`config.mk`:
```
export PLATFORM = sky130hd
export DESIGN_NAME = tile_spawn_writer
export DESIGN_NICKNAME = d
export VERILOG_FILES = /design/src/rtl/tile_pkg.sv /design/src/rtl/first_zero16.sv /design/src/rtl/tile_spawn_writer.sv
export SDC_FILE = /design/constraint.sdc
export NUM_CORES = 1
export LEC_CHECK = 0
export BUFFER_PORTS_ARGS = -buffer_cell sky130_fd_sc_hd__buf_4
export CAP_MARGIN = 20
export CELL_PAD_IN_SITES_DETAIL_PLACEMENT = 1
export CELL_PAD_IN_SITES_GLOBAL_PLACEMENT = 1
export CORE_ASPECT_RATIO = 1.1
export CORE_MARGIN = 2
export CORE_UTILIZATION = 32
export CTS_BUF_LIST = sky130_fd_sc_hd__clkbuf_2 sky130_fd_sc_hd__clkbuf_4 sky130_fd_sc_hd__clkbuf_8
export CTS_CLUSTER_DIAMETER = 80
export DETAILED_ROUTE_END_ITERATION = 10
export GPL_TIMING_DRIVEN = 0
export PLACE_DENSITY_LB_ADDON = 0.1
export SLEW_MARGIN = 20
export SYNTH_ARGS = -nofsm -noshare
export SYNTH_HDL_FRONTEND = slang
export SYNTH_SLANG_ARGS = --single-unit
export TNS_END_PERCENT = 10
```
`constraint.sdc`:
```
create_clock -name clk -period 2 [get_ports clk]
set_clock_uncertainty 0.15 [all_clocks]
set_input_delay 0.3 -clock clk [delete_from_list [all_inputs] [get_ports clk]]
set_output_delay 0.3 -clock clk [all_outputs]
set_load 0.01 [all_outputs]
```
`src/rtl/tile_pkg.sv`:
```
// Shared types and constants for the tile spawn writer and its helpers.
package tile_pkg;

    // Tile exponents as stored in the board register file.
    localparam logic [3:0] TILE_EMPTY = 4'd0;
    localparam logic [3:0] TILE_TWO   = 4'd1;
    localparam logic [3:0] TILE_FOUR  = 4'd2;

    // Board geometry: a 4x4 board, one occupancy bit per cell.
    localparam int N_CELLS = 16;

    // Occupancy mask of a board with no empty cell left.
    localparam logic [N_CELLS-1:0] BOARD_FULL = {N_CELLS{1'b1}};

    // Spawn controller states.
    typedef enum logic [2:0] {
        IDLE   = 3'd0,
        SETTLE = 3'd1,
        WAIT   = 3'd2,
        SCAN   = 3'd3,
        WRITE  = 3'd4
    } spawn_state_t;

    // Map the generator's preset bit onto the tile exponent to write.
    function automatic logic [3:0] tile_code(input logic preset);
        return preset ? TILE_FOUR : TILE_TWO;
    endfunction

endpackage

```
`src/rtl/first_zero16.sv`:
```
// Combinational priority encoder: index of the lowest-numbered zero bit
// in a 16-bit vector, with a flag telling whether any zero exists.
module first_zero16
    import tile_pkg::*;
(
    input  logic [N_CELLS-1:0] vec,
    output logic [3:0]         idx,
    output logic               found
);

    // Walk from the top bit down so the lowest zero is the last one written.
    always_comb begin
        idx   = 4'd0;
        found = 1'b0;
        for (int i = N_CELLS - 1; i >= 0; i--) begin
            if (!vec[i]) begin
                idx   = 4'(i);
                found = 1'b1;
            end
        end
    end

endmodule

```
`src/rtl/tile_spawn_writer.sv`:
```
// Places one new tile on the board after every accepted move. Random picks
// from the upstream generator are double-checked against the live occupancy
// mask; if they keep landing on occupied cells the lowest empty cell is used
// instead. Exactly one board write is issued per accepted request.
module tile_spawn_writer
    import tile_pkg::*;
#(
    parameter int MAX_TRIES = 32,
    parameter int TRY_W     = 8
) (
    input  logic                clk,
    input  logic                rst,
    input  logic                spawn_req,
    input  logic [N_CELLS-1:0]  occ,
    output logic [N_CELLS-1:0]  occ_to_gen,
    input  logic                gen_done,
    input  logic [3:0]          gen_cell,
    input  logic                gen_preset,
    output logic                wr_en,
    output logic [3:0]          wr_addr,
    output logic [3:0]          wr_data,
    output logic                busy,
    output logic                spawn_done,
    output logic                spawn_fail,
    output logic                used_scan
);

    // Last try-counter value spent in WAIT before falling back to the scan.
    localparam logic [TRY_W-1:0] LAST_TRY = TRY_W'(MAX_TRIES - 1);

    spawn_state_t     state;
    logic [TRY_W-1:0] try_cnt;

    logic [3:0]       scan_idx;
    logic             scan_found;
    logic             gen_hit;
    logic [3:0]       gen_tile;

    // The generator sees the same mask we qualify against.
    assign occ_to_gen = occ;

    // Busy is a pure state decode so the board controller sees it immediately.
    assign busy = (state != IDLE);

    // A generator pick is only trusted if the cell is still empty right now.
    assign gen_hit  = gen_done && !occ[gen_cell];
    assign gen_tile = tile_code(gen_preset);

    first_zero16 u_first_zero (
        .vec   (occ),
        .idx   (scan_idx),
        .found (scan_found)
    );

    // Spawn sequencing and all registered outputs; pulses default low each cycle.
    always_ff @(posedge clk) begin
        if (!rst) begin
            state      <= IDLE;
            try_cnt    <= '0;
            wr_en      <= 1'b0;
            wr_addr    <= 4'd0;
            wr_data    <= 4'd0;
            spawn_done <= 1'b0;
            spawn_fail <= 1'b0;
            used_scan  <= 1'b0;
        end else begin
            wr_en      <= 1'b0;
            spawn_done <= 1'b0;
            spawn_fail <= 1'b0;

            case (state)
                IDLE: begin
                    if (spawn_req) begin
                        if (occ == BOARD_FULL) begin
                            spawn_fail <= 1'b1;
                        end else begin
                            state     <= SETTLE;
                            try_cnt   <= '0;
                            used_scan <= 1'b0;
                        end
                    end
                end

                // The generator's done here still reflects the pre-write mask.
                SETTLE: begin
                    state <= WAIT;
                end

                WAIT: begin
                    if (gen_hit) begin
                        wr_addr    <= gen_cell;
                        wr_data    <= gen_tile;
                        wr_en      <= 1'b1;
                        spawn_done <= 1'b1;
                        state      <= WRITE;
                    end else if (try_cnt == LAST_TRY) begin
                        state <= SCAN;
                    end else begin
                        try_cnt <= try_cnt + TRY_W'(1);
                    end
                end

                // Deterministic fallback: lowest empty cell, preset sampled now.
                SCAN: begin
                    used_scan <= 1'b1;
                    if (scan_found) begin
                        wr_addr    <= scan_idx;
                        wr_data    <= gen_tile;
                        wr_en      <= 1'b1;
                        spawn_done <= 1'b1;
                        state      <= WRITE;
                    end else begin
                        spawn_fail <= 1'b1;
                        state      <= IDLE;
                    end
                end

                // Strobe is already on the outputs; just return to IDLE.
                WRITE: begin
                    state <= IDLE;
                end

                default: begin
                    state <= IDLE;
                end
            endcase
        end
    end

endmodule

```
# ---- Word-level counts from Yosys, hierarchy flattened
# Index checks and enable logic that the tools add are counted.
dict set report totals {
  regBits 22
  input_bits 25
  output_inout_bits 29
  wordCells 94
}
dict set report op_classes {
  n_addsub 1
  magnitude_cmp 1
  eq_ne 12
  n_mux 62
  reduce_logical 11
}
# cell count
set ops {}
lappend ops {{2-to-1 mux 4 bit} 20}
lappend ops {{2-to-1 mux 8 bit} 4}
lappend ops {{2-to-1 mux 1 bit} 24}
lappend ops {{equality test 16 bit, second input constant} 1}
lappend ops {{case mux 4 bit (2 select lines)} 2}
lappend ops {{case mux 8 bit (2 select lines)} 1}
lappend ops {{2-to-1 mux 3 bit} 5}
lappend ops {{!= test 2 bit, second input constant} 6}
lappend ops {{case mux 3 bit (4 select lines)} 1}
lappend ops {{AND reduction 3 bit} 3}
lappend ops {{adder 8 x 1 -> 8 bit, second input constant} 1}
lappend ops {{equality test 8 x 5 -> 1 bit, second input constant} 1}
lappend ops {{equality test 3 x 2 -> 1 bit, second input constant} 2}
lappend ops {{case mux 1 bit (2 select lines)} 3}
lappend ops {{nonzero test 2 bit} 3}
lappend ops {{less-than comparator 4 x 5 -> 1 bit, second input constant} 1}
lappend ops {{AND reduction 5 bit} 1}
lappend ops {{binary-select mux 1 bit (select 4 bit)} 1}
lappend ops {{equality test 3 x 1 -> 1 bit, second input constant} 1}
lappend ops {{zero test 3 bit} 1}
lappend ops {{!= test 3 bit, second input constant} 1}
lappend ops {{nonzero test 3 bit} 1}
lappend ops {{2-to-1 mux 2 bit} 1}
lappend ops {{logical AND 1 bit} 1}
lappend ops {{zero test 1 bit} 1}

# ---- Logic depth before layout (Yosys ltp)
# Gate-level depths: netlist of run 1.
dict set report logic_depth {
  word_depth 18
  depth_mapped 8
  ltp_nobuf 7
}

# ---- Hierarchy
# From an unflattened synthesis of run 1, not the netlist that was laid out.
dict set report hier_totals {
  cells_unflattened 184
  area_unflattened_um2 1522.7
}
# mod instances cells_per_inst area_each_um2
set by_module_without_submodules {}
lappend by_module_without_submodules {tile_spawn_writer 1 150 1356.3}
lappend by_module_without_submodules {first_zero16 1 34 166.4}

# ---- Worst setup path before layout of run 1
# No wires, ideal clock.
dict set report synth_timing {
  path_type {input-to-reg}
  from {input port gen_cell[1]}
  to {register wr_addr[1]}
  setup_time_ns 0.067
  arrival_ns 1.766
  t_required_ns 1.783
  slack_ns 0.017
  cell_stages 7
  cell_sequence {mux4_1 -> mux2_4 -> a2bb2oi_4 -> o21ai_4 -> buf_6 -> nand4_2 -> o21ai_2}
}
dict set report synth_via {
  elab_chain_len 6
  elab_cells_between_ends 8
  classes_between {eq/ne: 1; mux: 4; reduce/logical: 3}
}
# element line
set synth_lines {}
lappend synth_lines {{start: declaration} tile_spawn_writer.sv:17} ;# input logic [3:0] gen_cell,
lappend synth_lines {{binary-select mux 1 bit (select 4 bit)} tile_spawn_writer.sv:46} ;# assign gen_hit = gen_done && !occ[gen_cell];
lappend synth_lines {{2-to-1 mux 1 bit (implied by the code)} tile_spawn_writer.sv:46}
lappend synth_lines {{zero test 1 bit} tile_spawn_writer.sv:46}
lappend synth_lines {{logical AND 1 bit} tile_spawn_writer.sv:46}
lappend synth_lines {{!= test 2 bit (no source line)} -}
lappend synth_lines {{AND reduction 3 bit (no source line)} -}
lappend synth_lines {{end signal: assignment} tile_spawn_writer.sv:91} ;# wr_addr <= gen_cell;
lappend synth_lines {{end signal: assignment} tile_spawn_writer.sv:107} ;# wr_addr <= scan_idx;
lappend synth_lines {{end: declaration} tile_spawn_writer.sv:20} ;# output logic [3:0] wr_addr,
# Parallel ways exist; a longest one is shown, timed or not. The select of a mux whose other input is x is not followed.
# A chain may end at the register's enable or synchronous reset.

# ---- Worst setup path after layout of run 1
dict set report layout_timing {
  from {register try_cnt[0]}
  to {register try_cnt[0]}
}
dict set report layout_via {
  elab_chain_len 4
  elab_cells_between_ends 7
  classes_between {add/sub: 1; eq/ne: 2; mux: 3; reduce/logical: 1}
}
# element line
set layout_lines {}
lappend layout_lines {{start: declaration} tile_spawn_writer.sv:32} ;# logic [TRY_W-1:0] try_cnt;
lappend layout_lines {{start signal: assignment} tile_spawn_writer.sv:99} ;# try_cnt <= try_cnt + TRY_W'(1);
lappend layout_lines {{adder 8 x 1 -> 8 bit} tile_spawn_writer.sv:99}
lappend layout_lines {{2-to-1 mux 8 bit} tile_spawn_writer.sv:96} ;# end else if (try_cnt == LAST_TRY) begin
lappend layout_lines {{2-to-1 mux 8 bit} tile_spawn_writer.sv:90} ;# if (gen_hit) begin
lappend layout_lines {{case mux 8 bit (2 select lines)} tile_spawn_writer.sv:71} ;# case (state)
# Parallel ways exist; a longest one is shown, timed or not. The select of a mux whose other input is x is not followed.

==> impl_metrics.csv, run 1 <==
group,metric,value,unit
timing,report.final.hold_viol_count,0,
grt,grt_max_degree,13,
drt,drt_pass1_iterations,4,
timing,fin_ws,45.40,ps
grt,grt_pass1_wl,6575,µm
logic_synthesis,synth-edff-count,0,
critical_path,cp_max_fo,6,
drt,routedWlPerCell,14.30,µm
layout,num_antenna_cells,0,
min_path,min-delay-path-class,"in -> reg",
timing,finalSetupTns,0,ps
logic_synthesis,top_post_synthesis_cells_by_area,"sky130_fd_sc_hd__dfxtp_1 29%, sky130_fd_sc_hd__buf_4 10%, sky130_fd_sc_hd__nand2_1 5.7%, sky130_fd_sc_hd__mux4_1 3.8%, sky130_fd_sc_hd__xor2_1 3.8%",
power_and_ir_drop,static-leakage-power,0.8611,nW
floorplan,die_w,66.73,µm
drt,drt.antenna.violating_nets,0,
critical_path,crit_path_start_kind,"flop",
place,dp.cells,271,
clock_network,cts-hold-fix-buffers,0,
place,globalplace.congestion,0.8462,
floorplan,core,0.004223,mm²
clock_network,clk_slew_on_worst_s_h_paths,80,ps
logic_synthesis,post-synth-top-area-cell,"sky130_fd_sc_hd__dfxtp_1",
layout,drive_gt1_share,42.73,%
logic_synthesis,post_synth_inst_count,166,
critical_path,slowest_delay,450,ps
power_and_ir_drop,switching_share,25.72,%
power_and_ir_drop,pwr-share-comb,24.6,%
clock_network,clock_latency_late_sink,260,ps
critical_path,register_to_register_setup_slack,50,ps
layout,n_fill_cell,529,
drt,postRouteWirelength,3919,µm
clock_network,clk_path_buf_depth,2,
clock_network,cts_tree,"done",
floorplan,ioPinCount,54,
timing,grt_setup_unrepaired,"true",
place,dp.final_hpwl,3227,µm
logic_synthesis,synth_cell_type_count,42,
status,run_status,"finished, final reports clean",
drt,drt-vias-per-instance,5.091,
grt,grt_use_total,17.66,%
power_and_ir_drop,internal_power,820.3,µW
power_and_ir_drop,irDropWorstVdd,0.2306,mV
logic_synthesis,synthesis.area,0.001385,mm²
grt,grt_pass1_vias,1486,
clock_network,cts_made_buffers,3,
timing,period_minus_slack,1955,ps
timing,maxSlewViolCount,0,
place,numPortBuffers,50,
layout,layout.nets,247,
critical_path,cp.arrival,1950,ps
grt,antenna_violations_before_repair,0,
clock_network,ctsRootBufferMaster,"sky130_fd_sc_hd__clkbuf_8",
critical_path,worstSetupPathType,"reg -> reg",
layout,area_growth,39.02,%
grt,globalRoute.totalOverflow,0,
drt,detailroute.via_count,1395,
floorplan,initial_core_util,32.80,%
layout,register_area,407.9,µm²
logic_synthesis,synthesis.yosys.warnings,0,
clock_network,number_of_buffers_added_for_setup_after_cts,0,
drt,drc_errors,0,
floorplan,fp.dieArea,0.004871,mm²
drt,initialDrtViolationCount,48,
clock_network,clkSinkCount,20,
critical_path,critical_path.endpoint_type,"flop",
floorplan,fp-row-count,25,
timing,timing.final.crit_share,97.73,%
run,max_cap_violations,0,
power_and_ir_drop,power.net_switching,284.1,µW
logic_synthesis,postSynthRegisterBits,20,
timing,timing.final.setup_violations,0,
floorplan,floorplan.die.height,73,µm
logic_synthesis,share_of_synthesized_area_occupied_by_flip_flops_and_latches,28.91,%
logic_synthesis,async_flop_share,0,%
layout,multi_input_comb_area,825.8,µm²
layout,stdcell_count,274,
power_and_ir_drop,pwr_density_cell,573.5,mW/mm²
power_and_ir_drop,clock_power_share,37.0,%
critical_path,required,2000,ps
power_and_ir_drop,share_seq_of_total_power,38.4,%
critical_path,timing.critical_path.slowest_stage_cell,"sky130_fd_sc_hd__or4_4",
timing,timing.fmax,511.6,MHz
logic_synthesis,synth_largest_type_area_fraction,28.91,%
logic_synthesis,syn_area_per_cell,8.344,µm²
clock_network,cts.htree.levels,1,
critical_path,cp_cell_sequence,"ha_4 > nand4_1 > or4_4 > nor2b_4 > a21boi_2 > xor2_1 > nor2_1",
logic_synthesis,ys_dominant_reg_cell,"sky130_fd_sc_hd__dfxtp_1",
place,place_ws,-247.6,ps
==> synthesized netlist by cell type (all sizes together), types with 2 or more instances <==
cell type and n:
nand3b 2, clkbuf 3, dfxtp 20, nor2b 3
or4 2, and3 4, nand3 9, or3 2
nand4 9, buf 21, mux2 2, o211a 2
o21ai 14, nor2 12, xor2 6, mux4 4
nand2 21, and2 4, inv 3, a31oi 2
a21oi 8
==> stage by stage <==
stage	hold slack [ps]	area [µm²]	power [mW]	utilization, %
finish	131.0	1926	1.104	45.60
CTS	119.6	1929	1.122	45.69
global placement	291.7	1832	0.6940	43.38
global route	162.5	1926	1.165	45.60
floorplan	280.4	1389	0.5759	-
detailed placement	301.6	1832	0.7026	43.38
==> metal layers <==
layer	vias up	global-route usage, %	part of all wire, %
met4	0	5.896	1.1
met2	29	33.11	55
met3	4	3.086	3.3
met5	-	0	0
met1	677	19.83	40
li1	685	-	-
==> what timing repair did <==
| action | 4_1_cts | 5_1_grt |
|---|---|---|
| pin swaps | 2 | 2 |
| endpoints found under the setup margin | 7 | 10 |
| gates resized for setup | 7 | 5 |
==> cell families after synthesis <==
logic type | count (synthesis) | share of synthesized area [%]
and+or+nand+nor | 72 | 26.83
muxes | 7 | 9.665
xor gates and xnor gates | 6 | 3.794
AOI/OAI and AO/OA | 32 | 16.53
DFF | 20 | 28.91
adders and majority gates | 1 | 0.9032
buffers and inverters | 27 | 13.10
other | 1 | 0.2707
==> final timing paths <==
check	startpoint	endpoint	depth (start not counted)
worst max-delay path	try_cnt[0]	try_cnt[0]	7
worst min-delay path	gen_preset	wr_data[1]	3
worst max register to register	try_cnt[0]	try_cnt[0]	7
worst min register to register	wr_data[0]	wr_data[0]	2
==> final cells by class <==
| class | count | area share (%) |
|---|---|---|
| plain buffers | 23 | 8.642 |
| clock buffers | 3 | 2.144 |
| clock inverters | 1 | 1.559 |
| inverters | 3 | 0.5848 |
| multi-input cells | 120 | 42.88 |
| flip-flops and latches | 20 | 21.18 |
| well taps | 54 | 3.509 |
| repair buffers | 50 | 19.49 |
==> worst max-delay path: cells and delay by family (launching register included) <==
kind,cells,cell delay [ps]
AOI/OAI and AO/OA,1,190
and+or+nand+nor,4,770
DFF,1,380
xor gates and xnor gates,1,200
adders and majority gates,1,150
==> state kept, by name, summed over array words and instances, names as in the netlist <==
register    flops
spawn_done      1
spawn_fail      1
state           3
used_scan       1
wr_data         2
try_cnt         8
wr_addr         4
==> power groups by stage <==
| stage | clock (mW) | combinational, mW | sequential, mW |
|---|---|---|---|
| 6_report | 0.409 | 0.271 | 0.424 |
| 5_1_grt | 0.443 | 0.296 | 0.426 |
| 4_1_cts | 0.423 | 0.277 | 0.422 |
| 3_5_place_dp | 0 | 0.273 | 0.430 |
| 3_3_place_gp | 0 | 0.265 | 0.429 |
| 2_1_floorplan | 0 | 0.146 | 0.430 |
==> cells in the final DEF (no fill, tap or decap), drive strengths merged, types with 3 or more instances in the layout <==
| cell | n |
|---|---|
| buf | 71 |
| clkbuf | 5 |
| and2 | 4 |
| mux4 | 4 |
| inv | 3 |
| and3 | 4 |
| dfxtp | 20 |
| a21oi | 8 |
| nand3 | 9 |
| nand4 | 9 |
| nor2 | 12 |
| o21ai | 14 |
| nand2 | 21 |
| xor2 | 6 |
| nor2b | 3 |
Note: power is estimated with default switching activity, not from simulation.
==> run 2, diff against run 1 <==
--- a/config.mk
+++ b/config.mk
@@ -9,7 +9,7 @@
 export CAP_MARGIN = 20
 export CELL_PAD_IN_SITES_DETAIL_PLACEMENT = 1
 export CELL_PAD_IN_SITES_GLOBAL_PLACEMENT = 1
-export CORE_ASPECT_RATIO = 1.1
+export CORE_ASPECT_RATIO = 0.9
 export CORE_MARGIN = 2
 export CORE_UTILIZATION = 32
 export CTS_BUF_LIST = sky130_fd_sc_hd__clkbuf_2 sky130_fd_sc_hd__clkbuf_4 sky130_fd_sc_hd__clkbuf_8
==> run 2 against run 1 <==
Sequential share of layout area is 0.42 points lower. Die area hardly changed. Register-to-register slack hardly changed. Largest cell class unchanged. Critical path depth stayed put. Worst setup slack better by 5.7 ps. Wire length is 7.8% higher. Largest power group unchanged.
==> impl_metrics.csv, run 2 (synthesis gave the netlist of run 1 again) <==
group,metric,value,unit
min_path,min-delay-path-class,"in -> reg",
grt,globalRoute.totalOverflow,0,
place,dp.final_hpwl,3272,µm
timing,period_minus_slack,1949,ps
timing,report.final.hold_viol_count,0,
clock_network,clkSinkCount,20,
drt,detailroute.via_count,1409,
timing,finalSetupTns,0,ps
floorplan,fp.dieArea,0.004872,mm²
layout,drive_gt1_share,43.95,%
timing,maxSlewViolCount,0,
place,placed_area,0.001824,mm²
floorplan,fp-row-count,22,
clock_network,clk_path_buf_depth,2,
critical_path,cp_max_fo,6,
critical_path,cp.arrival,1940,ps
grt,antenna_violations_before_repair,0,
floorplan,core,0.004129,mm²
floorplan,die_w,73.35,µm
floorplan,initial_core_util,33.55,%
timing,timing.fmax,513.1,MHz
drt,drt_pass1_iterations,4,
clock_network,ctsRootBufferMaster,"sky130_fd_sc_hd__clkbuf_8",
timing,grt_setup_unrepaired,"true",
timing,timing.final.crit_share,97.45,%
layout,area_growth,41.82,%
clock_network,cts-hold-fix-buffers,0,
drt,routedWlPerCell,15.59,µm
place,globalplace.congestion,0.7804,
grt,grt_pass1_vias,1424,
critical_path,critical_path.endpoint_type,"flop",
clock_network,clk_slew_on_worst_s_h_paths,80,ps
drt,initialDrtViolationCount,63,
layout,final_cell_area,0.001964,mm²
grt,grt_pass1_wl,6734,µm
floorplan,floorplan.die.height,66.42,µm
floorplan,ioPinCount,54,
run,max_cap_violations,0,
drt,drc_errors,0,
grt,grt_use_total,17.85,%
drt,postRouteWirelength,4226,µm
clock_network,clock_latency_late_sink,270,ps
status,run_status,"finished, final reports clean",
layout,final_common_cell,"sky130_fd_sc_hd__buf_4",
timing,timing.final.setup_violations,0,
layout,utilization,47.58,%
layout,largest_register,"try_cnt",
layout,num_antenna_cells,0,
critical_path,worstSetupPathType,"reg -> reg",
place,numPortBuffers,50,
place,place_ws,-259.6,ps
clock_network,cts.htree.levels,1,
power_and_ir_drop,total_power,1.127,mW
layout,most-common-layout-cells,"70 x sky130_fd_sc_hd__buf_4, 21 x sky130_fd_sc_hd__nand2_1, 18 x sky130_fd_sc_hd__dfxtp_1, 11 x sky130_fd_sc_hd__nor2_1, 10 x sky130_fd_sc_hd__o21ai_0",
power_and_ir_drop,static-leakage-power,0.8896,nW
critical_path,crit_path_start_kind,"flop",
power_and_ir_drop,irDropWorstVdd,0.3191,mV
layout,layout.nets,250,
timing,fin_ws,51.08,ps
drt,drt.antenna.violating_nets,0,
layout,largest_registers,"try_cnt: 8 flops, wr_addr: 4 flops, state: 3 flops",
grt,grt_max_degree,13,
critical_path,required,1990,ps
clock_network,cts_tree,"done",
power_and_ir_drop,pwr_density_cell,573.6,mW/mm²
drt,drt-vias-per-instance,5.199,
clock_network,cts_made_buffers,3,
layout,n_fill_cell,516,
layout,max_ffs_per_register,8,
run 2: cell count changes in the layout (fill, tap and decap cells not counted), sizes merged:
cell	delta
buf	+3
run 2: where the power goes:
| group | total, mW | internal [mW] | switching, mW |
|---|---|---|---|
| Clock | 0.411 | 0.267 | 0.144 |
| Sequential | 0.425 | 0.410 | 0.0151 |
| Combinational | 0.290 | 0.157 | 0.134 |
| Total | 1.13 | 0.834 | 0.293 |
run 2: what timing repair did:
item	in CTS	in global routing
buffers inserted	0	2
endpoints found under the setup margin	7	10
pin swaps	1	3
gates cloned	0	1
resized for setup	8	6
run 2: worst max-delay path, cell delays in order (launching register included):
cell,delay [ps]
sky130_fd_sc_hd__dfxtp_4,380
sky130_fd_sc_hd__ha_4,160
sky130_fd_sc_hd__nand4_1,90
sky130_fd_sc_hd__or4_4,460
sky130_fd_sc_hd__nor2b_4,180
sky130_fd_sc_hd__a21boi_4,200
sky130_fd_sc_hd__xor2_1,160
sky130_fd_sc_hd__nor2_1,50
run 2: through the flow:
step	cells	hold slack, ps
2_1_floorplan	167	280.4
3_3_place_gp	265	289.6
3_5_place_dp	265	312.7
4_1_cts	269	132.3
5_1_grt	271	135.5
6_report	271	137.3
run 2: layer usage:
layer / track usage [%] / vias up / wire (µm) / part of all wire [%]
met5: 0 / - / 0 / 0
met1: 23.18 / 682 / 1943 / 46
met4: 2.955 / 0 / 19 / 0.45
met3: 3.811 / 4 / 182 / 4.3
li1: - / 691 / - / -
met2: 30.74 / 32 / 2082 / 49
run 2: area by class of cell:
cell class,instances,area [µm²],share of cell area [%]
clock inverters,1,30.03,1.529
inverters,3,11.26,0.5732
plain buffers,23,166.4,8.471
flip-flops and latches,20,407.9,20.76
well taps,48,60.06,3.057
multi-input cells,120,839.6,42.74
clock buffers,3,41.29,2.102
repair buffers,53,407.9,20.76
run 2: path summary, 6_finish.rpt:
path | endpoint | slack (ps) | from | cells after the start
worst max-delay path | try_cnt[0] | 50 | try_cnt[0] | 7
worst min-delay path | wr_data[1] | 140 | gen_preset | 3
worst max register to register | try_cnt[0] | 50 | try_cnt[0] | 7
worst min register to register | wr_data[0] | 320 | wr_data[0] | 2
==> run 3, diff against run 2 <==
--- a/config.mk
+++ b/config.mk
@@ -5,7 +5,7 @@
 export SDC_FILE = /design/constraint.sdc
 export NUM_CORES = 1
 export LEC_CHECK = 0
-export BUFFER_PORTS_ARGS = -buffer_cell sky130_fd_sc_hd__buf_4
+export BUFFER_PORTS_ARGS = -buffer_cell sky130_fd_sc_hd__buf_2
 export CAP_MARGIN = 20
 export CELL_PAD_IN_SITES_DETAIL_PLACEMENT = 1
 export CELL_PAD_IN_SITES_GLOBAL_PLACEMENT = 1
==> run 3 against run 2 <==
Cell area fell by 6.2%. Global-route usage fell by 0.16 points. Sequential share of layout area rose by 1.4 points. Worst setup slack improved by 13 ps. Wire length fell by 5.3%. Critical path depth did not move. Combinational power fell by 10%. Via count fell by 0.21%. First-iteration DRC count fell by 22%. Die area did not move. Register-to-register slack barely moved. Highest routed layer unchanged.
==> impl_metrics.csv, run 3 (synthesis gave the netlist of run 1 again) <==
group,metric,value,unit
min_path,worstHoldStart,"gen_preset",
grt,grt_pass1_vias,1431,
grt,grt_use_total,17.69,%
power_and_ir_drop,static-leakage-power,0.8546,nW
floorplan,core,0.004129,mm²
layout,final_common_cell,"sky130_fd_sc_hd__buf_2",
critical_path,cp.arrival,1930,ps
critical_path,crit_start,"try_cnt[0]",
clock_network,clk_slew_on_worst_s_h_paths,70,ps
drt,initialDrtViolationCount,49,
power_and_ir_drop,power.net_switching,278.4,µW
power_and_ir_drop,pwr-share-comb,26.3,%
power_and_ir_drop,share_seq_of_total_power,42.8,%
drt,drt_pass1_iterations,4,
drt,detailroute.via_count,1406,
timing,report.final.hold_viol_count,0,
clock_network,clock_latency_late_sink,260,ps
layout,max_ffs_per_register,8,
layout,final_cell_area,0.001842,mm²
clock_network,cts_tree,"done",
critical_path,critical_path.endpoint_type,"flop",
place,globalplace.congestion,0.7935,
critical_path,critical_path.reg2reg.startpoint,"try_cnt[0]",
drt,drt.antenna.violating_nets,0,
power_and_ir_drop,clock_power_share,31.0,%
critical_path,cp_max_fo,6,
drt,drc_errors,0,
clock_network,cts.htree.levels,1,
layout,layout.nets,251,
layout,largest_registers,"try_cnt: 8 flops, wr_addr: 4 flops, state: 3 flops",
clock_network,clkSinkCount,20,
clock_network,clk_path_buf_depth,2,
critical_path,worstSetupPathType,"reg -> reg",
power_and_ir_drop,internal_power,713.8,µW
floorplan,fp.dieArea,0.004872,mm²
grt,grt_max_degree,12,
timing,timing.final.crit_share,96.79,%
drt,drt-vias-per-instance,5.169,
timing,hold-worst-slack,170.2,ps
clock_network,ctsRootBufferMaster,"sky130_fd_sc_hd__clkbuf_8",
min_path,min-delay-path-class,"in -> reg",
drt,routedWlPerCell,14.71,µm
critical_path,required,1990,ps
layout,area_growth,32.97,%
grt,globalRoute.totalOverflow,0,
timing,maxSlewViolCount,0,
grt,antenna_violations_before_repair,0,
timing,finalSetupTns,0,ps
timing,grt_setup_unrepaired,"true",
place,dp.final_hpwl,3147,µm
power_and_ir_drop,irDropWorstVdd,0.2185,mV
timing,fin_ws,64.26,ps
grt,grt_pass1_wl,6672,µm
timing,period_minus_slack,1936,ps
power_and_ir_drop,switching_share,28.06,%
layout,largest_register,"try_cnt",
floorplan,floorplan.die.height,66.42,µm
power_and_ir_drop,total_power,992.2,µW
layout,most-common-layout-cells,"50 x sky130_fd_sc_hd__buf_2, 21 x sky130_fd_sc_hd__nand2_1, 21 x sky130_fd_sc_hd__buf_4, 18 x sky130_fd_sc_hd__dfxtp_1, 11 x sky130_fd_sc_hd__nor2_1",
power_and_ir_drop,pwr_density_cell,538.7,mW/mm²
floorplan,ioPinCount,54,
place,place_ws,-377.6,ps
layout,drive_gt1_share,45.09,%
timing,timing.final.setup_violations,0,
clock_network,cts_made_buffers,3,
timing,timing.fmax,516.6,MHz
floorplan,die_w,73.35,µm
drt,postRouteWirelength,4001,µm
status,run_status,"finished, final reports clean",
run,max_cap_violations,0,
floorplan,initial_core_util,33.55,%
critical_path,crit_path_start_kind,"flop",
place,placed_area,0.001699,mm²
layout,num_antenna_cells,0,
place,numPortBuffers,50,
floorplan,fp-row-count,22,
## run 3: metal layers
layer	part of all wire, %	GRT usage, %	vias up
met3	5.0	3.506	4
met2	47	29.05	37
met1	47	23.92	673
met5	0	0	-
met4	0.65	3.864	0
li1	-	-	692
## run 3: layout make-up
| class | instances | area, µm² |
|---|---|---|
| plain buffers | 23 | 166.4 |
| flip-flops and latches | 20 | 407.9 |
| repair buffers | 54 | 294.0 |
| fillers | 525 | 2287 |
| multi-input cells | 120 | 847.1 |
| clock buffers | 4 | 55.05 |
| inverters | 3 | 11.26 |
| well taps | 48 | 60.06 |
## run 3: power by group through the flow
| stage | sequential, mW | clock [mW] | combinational [mW] |
|---|---|---|---|
| 2_1_floorplan | 0.430 | 0 | 0.146 |
| 3_3_place_gp | 0.428 | 0 | 0.238 |
| 3_5_place_dp | 0.429 | 0 | 0.244 |
| 4_1_cts | 0.422 | 0.320 | 0.253 |
| 5_1_grt | 0.427 | 0.340 | 0.287 |
| 6_report | 0.424 | 0.307 | 0.261 |
## run 3: worst max-delay path, cell delays in order, from the launching register on
cell                       delay [ps]
sky130_fd_sc_hd__dfxtp_4          370
sky130_fd_sc_hd__ha_4             150
sky130_fd_sc_hd__nand4_1          110
sky130_fd_sc_hd__or4_4            460
sky130_fd_sc_hd__nor2b_4          170
sky130_fd_sc_hd__a21boi_4         170
sky130_fd_sc_hd__xor2_1           180
sky130_fd_sc_hd__nor2_1            50
## run 3: timing repair
item / CTS / global route
gates cloned: 1 / 0
hold buffers: 0 / 0
buffers inserted: 2 / 1
setup endpoints to repair: 14 / 10
pin swaps: 2 / 2
resized for setup: 10 / 12
## run 3: path summary, 6_finish.rpt
check	endpoint	slack, ps	depth (start not counted)
setup / recovery	try_cnt[0]	60	7
hold / removal	wr_data[0]	170	3
setup reg to reg	try_cnt[0]	60	7
hold reg to reg	wr_data[0]	310	2
## run 3: per-stage QoR
stage / instances / utilization (%)
detailed placement: 265 / 41.15
global placement: 265 / 41.15
global route: 272 / 44.61
CTS: 272 / 43.64
floorplan: 167 / -
finish: 272 / 44.61
